`src/rtl/pipe_stage_reg.sv`:
```
// Inter-stage pipeline register with valid/ready handshake, stall, flush-to-bubble
// and an optional two-entry skid buffer that registers upstream ready.
module pipe_stage_reg #(
    parameter int               WIDTH      = 32,
    parameter logic [WIDTH-1:0] BUBBLE_VAL = '0,
    parameter bit               SKID       = 1'b1
) (
    input  logic             clk,
    input  logic             rst,
    input  logic             i_valid,
    output logic             o_ready,
    input  logic [WIDTH-1:0] i_data,
    output logic             o_valid,
    input  logic             i_ready,
    output logic [WIDTH-1:0] o_data,
    input  logic             i_flush,
    output logic [1:0]       o_count
);

    typedef enum logic [1:0] {
        EMPTY = 2'd0,
        BUSY  = 2'd1,
        FULL  = 2'd2
    } state_t;

    generate
        if (SKID) begin : g_skid
            state_t           state_q, state_d;
            logic [WIDTH-1:0] main_q, main_d;
            logic [WIDTH-1:0] skid_q, skid_d;
            logic             rdy_q, rdy_d;
            logic             up, down;

            assign up      = i_valid & rdy_q;
            assign down    = (state_q != EMPTY) & i_ready;
            assign o_ready = rdy_q;
            assign o_valid = (state_q != EMPTY);
            assign o_data  = main_q;
            assign o_count = state_q;

            always_comb begin
                state_d = state_q;
                main_d  = main_q;
                skid_d  = skid_q;
                rdy_d   = rdy_q;
                case (state_q)
                    EMPTY: begin
                        if (up) begin
                            main_d  = i_data;
                            state_d = BUSY;
                        end
                    end
                    BUSY: begin
                        if (up && down) begin
                            main_d = i_data;
                        end else if (up) begin
                            skid_d  = i_data;
                            state_d = FULL;
                            rdy_d   = 1'b0;
                        end else if (down) begin
                            main_d  = BUBBLE_VAL;
                            state_d = EMPTY;
                        end
                    end
                    FULL: begin
                        if (down) begin
                            main_d  = skid_q;
                            skid_d  = BUBBLE_VAL;
                            state_d = BUSY;
                            rdy_d   = 1'b1;
                        end
                    end
                    default: begin
                        main_d  = BUBBLE_VAL;
                        skid_d  = BUBBLE_VAL;
                        state_d = EMPTY;
                        rdy_d   = 1'b1;
                    end
                endcase
                // Flush wins over any same-cycle up beat; a down beat has already been taken.
                if (i_flush) begin
                    main_d  = BUBBLE_VAL;
                    skid_d  = BUBBLE_VAL;
                    state_d = EMPTY;
                    rdy_d   = 1'b1;
                end
            end

            always_ff @(posedge clk) begin
                if (rst) begin
                    state_q <= EMPTY;
                    main_q  <= BUBBLE_VAL;
                    skid_q  <= BUBBLE_VAL;
                    rdy_q   <= 1'b1;
                end else begin
                    state_q <= state_d;
                    main_q  <= main_d;
                    skid_q  <= skid_d;
                    rdy_q   <= rdy_d;
                end
            end
        end else begin : g_single
            logic [WIDTH-1:0] main_q, main_d;
            logic             vld_q, vld_d;
            logic             up, down;

            assign o_ready = ~vld_q | i_ready;
            assign up      = i_valid & o_ready;
            assign down    = vld_q & i_ready;
            assign o_valid = vld_q;
            assign o_data  = main_q;
            assign o_count = {1'b0, vld_q};

            always_comb begin
                main_d = main_q;
                vld_d  = vld_q;
                if (i_flush) begin
                    main_d = BUBBLE_VAL;
                    vld_d  = 1'b0;
                end else if (up) begin
                    main_d = i_data;
                    vld_d  = 1'b1;
                end else if (down) begin
                    main_d = BUBBLE_VAL;
                    vld_d  = 1'b0;
                end
            end

            always_ff @(posedge clk) begin
                if (rst) begin
                    main_q <= BUBBLE_VAL;
                    vld_q  <= 1'b0;
                end else begin
                    main_q <= main_d;
                    vld_q  <= vld_d;
                end
            end
        end
    endgenerate

endmodule

```
`config.mk`:
```
export PLATFORM = sky130hd
export DESIGN_NAME = pipe_stage_reg
export DESIGN_NICKNAME = d
export VERILOG_FILES = /design/src/rtl/pipe_stage_reg.sv
export SDC_FILE = /design/constraint.sdc
export NUM_CORES = 1
export LEC_CHECK = 0
export ABC_CLOCK_PERIOD_IN_PS = 1800
export BUFFER_PORTS_ARGS = -buffer_cell sky130_fd_sc_hd__clkbuf_2
export CAP_MARGIN = 25
export CORE_MARGIN = 2
export CORE_UTILIZATION = 55
export DETAILED_ROUTE_END_ITERATION = 12
export PLACE_DENSITY_LB_ADDON = 0.08
export SETUP_SLACK_MARGIN = 0.4
export SKIP_LAST_GASP = 1
export SLEW_MARGIN = 20
export SYNTH_ARGS = -nofsm -noshare
export SYNTH_HDL_FRONTEND = slang
export SYNTH_SLANG_ARGS = --single-unit
```
`constraint.sdc`:
```
create_clock -name clk -period 1.8 [get_ports clk]
set_input_delay 0.09 -clock clk [delete_from_list [all_inputs] [get_ports clk]]
set_output_delay 0.09 -clock clk [all_outputs]
set_load 0.05 [all_outputs]
```
==> summary.md <==
| Metric | Value |
|---|---|
| Max-slew violations | `0` |
| FFs w/ async S/R, synth | `0` |
| Setup TNS | `0 ns` |
| Most common cell after layout, fill and taps aside | `clkbuf_2` |
| Sequential area share after synthesis | `0.385` |
| Hold WS | `roughly 0.13 ns` |
| Clock root cell | `clkbuf_8` |
| Hold-fix buffers, CTS | `0` |
| Final WL | `9060 um` |
| GRT met1 Usage | `0.314` |
| Seq cells post-synth | `67` |
| Vias per cell | `5.79` |
| M3 GR Usage | `0.0435` |
| Synth-to-layout area growth | `29.7%` |
| Pwr dens | `740 nW/um2` |
| Placed Area | `3810 um2` |
| Total track usage | `0.253` |
| Clock latency on the worst-skew pair | `0.34 ns` |
| Static leakage | `0.00175 uW` |
| Die area | `7000 um2` |
| Worst Hold Class | `primary input to flip-flop` |
| Max frequency | `689 MHz` |
| R2R depth | `6` |
| Post-DRT Antenna Nets | `0` |
| H-Tree Depth | `3` |
| Unrepaired setup endpoints after global routing | `yes` |
| Die Span X | `83.6 um` |
| Clock sink total | `67` |
| Remaining global-route overflow | `0` |
| EDFF count, synth | `0` |
| Yosys warnings | `0` |
| DRC viols | `0` |
| CTS clk-pin slew, worst paths | `0.08 ns` |
| Met2 Use GR | `0.434` |
| Ys flop type | `dfxtp_1` |
| Most frequent cells in the layout | `clkbuf_2, nor2_1, mux2i_1, dfxtp_1, a22oi_2` |
| Post-synth net total | `403` |
| GR peak layer | `met2` |
| Max cap viols | `0` |
| Pre-antenna DRT Iters | `4` |
| Synth unique cells | `36` |
| N_diodes | `0` |
| Rel. slew slack | `0.556` |
| Cells after synthesis | `366` |
| Routed len/inst | `~17 um` |
| Crit share post-route | `0.806` |
| Starting density of the core | `0.559` |
| Core area | `roughly 6200 um2` |
| WP data required | `between 1.5 and 2 ns` |
| Die H | `83.6 um` |
| Slew @ Worst Pin | `between 0.6 and 0.7 ns` |
| Clk_skew | `0.0120 ns` |
| IO buf count | `72` |
| CP Max Fanout | `8` |
| Status | `complete, no violations` |
| 1st-iter DRT viols | `212` |
| Hold Fails Final Rpt | `0` |
| Mapped cell area | `3490 um2` |
| Crit start category | `flip-flop` |
| Maximum clock path buffer count | `2` |
| Wire length of the first global-routing pass | `14300 um` |
| CTS tree | `done` |
| Std cell rows | `29` |
| CP Capture Type | `flip-flop` |
| Worst EP arrival | `1.64 ns` |
| Largest net degree at the start of global routing | `38` |
| Initial antenna violation count | `0` |
| Num CTS Buffers | `9` |
| Post-DP HPWL | `5100 um` |
| I/O Pins | `73` |
| Peak VDD IR | `around 0.56 mV` |
| Routed vias | `a little over 3k` |
| Post-route cell area | `4520 um2` |
| Final net count | `485` |
| Pwr Total | `about 3400 uW` |
| Number of cells on the worst hold path | `4` |
| Worst setup path class | `flip-flop to flip-flop` |
| Vias in the first global route | `2930` |
| Share of cells above drive strength 1 | `0.416` |
| Placer Congestion | `0.700` |
| Synthesized area per cell | `9.53 um2` |
| # setup viols final | `0` |
| Tmin final | `1.45 ns` |
[area by class of cell]
| class | instances | area [um2] |
|---|---|---|
| multi-input combinational | 261 | 2040 |
| fill | 486 | 1720 |
| sequential | 67 | 1350 |
| timing repair buffer | 109 | 866 |
| clock buffer | 13 | 160 |
| tap | 77 | 96.3 |
| clock inverter | 2 | 10.0 |
[power by group]
group | internal [uW] | switching [uW]
Sequential | 1510 | 23.7
Clock | 574 | 554
Combinational | 286 | 403
Total | 2370 | 980
[state kept, by name, summed over array words and instances, names as in the netlist]
signal,cells
o_count,2
o_data,32
o_ready,1
g_skid.skid_q,32
[kinds of logic (layout without fill, tap and decap cells)]
logic type	Yosys count	after routing	synth area share
simple gates	124	124	0.186
flops	67	67	0.385
buf+inv	38	124	0.0836
compound gates	72	72	0.160
xor+xnor	1	1	0.00251
mux	64	64	0.184
[worst paths after layout]
| path | startpoint | to | slack, ns |
|---|---|---|---|
| max | o_count[1] | o_data[18] | 0.35 |
| min | i_data[20] | o_data[20] | 0.13 |
| max reg2reg | o_count[1] | o_data[18] | 0.35 |
| min reg2reg | g_skid.skid_q[4] | g_skid.skid_q[4] | 0.49 |
[critical path: stages (launching register included)]
cell     delay, ns
dfxtp_4       0.40
buf_6         0.15
a21oi_4       0.06
a22o_4        0.32
buf_12        0.16
a22oi_2       0.16
nor2_1        0.06
[per-stage QoR]
| stage | cells | utilization | setup slack (ns) |
|---|---|---|---|
| global route | 529 | 0.725 | 0.296 |
| finish | 529 | 0.725 | 0.349 |
| floorplan | 366 | - | 0.354 |
| detailed placement | 490 | 0.611 | 0.112 |
| CTS | 525 | 0.681 | 0.395 |
| global placement | 490 | 0.611 | 0.153 |
[routing by layer]
layer	vias up	wire, um
met4	0	144
met5	-	0
met2	92	4520
li1	1474	-
met3	14	410
met1	1483	3980
[repair_timing]
item                                    in CTS  in global routing
pin swaps                                    1                 27
hold endpoints to repair                     0                  0
cloned                                       2                  3
setup buffers                               18                  1
endpoints found under the setup margin      67                 53
gates resized for setup                     19                 41
[cell usage after synthesis, types with 2 or more instances]
master | instances | area (um2)
o21a_1 | 2 | 15.0
and2_1 | 9 | 56.3
a22oi_1 | 32 | 240
buf_2 | 12 | 60.1
nand3b_1 | 3 | 22.5
buf_4 | 3 | 22.5
buf_1 | 2 | 7.51
buf_12 | 3 | 60.1
o2bb2ai_1 | 21 | 184
mux2i_1 | 64 | 641
dfxtp_1 | 67 | 1340
dlymetal6s2s_1 | 3 | 37.5
or2_2 | 2 | 12.5
nand3_1 | 11 | 55.1
and2_2 | 23 | 173
clkbuf_1 | 9 | 33.8
o22ai_1 | 11 | 68.8
nor2_1 | 67 | 251
buf_6 | 5 | 56.3
Power figures use the tool's default switching activity.
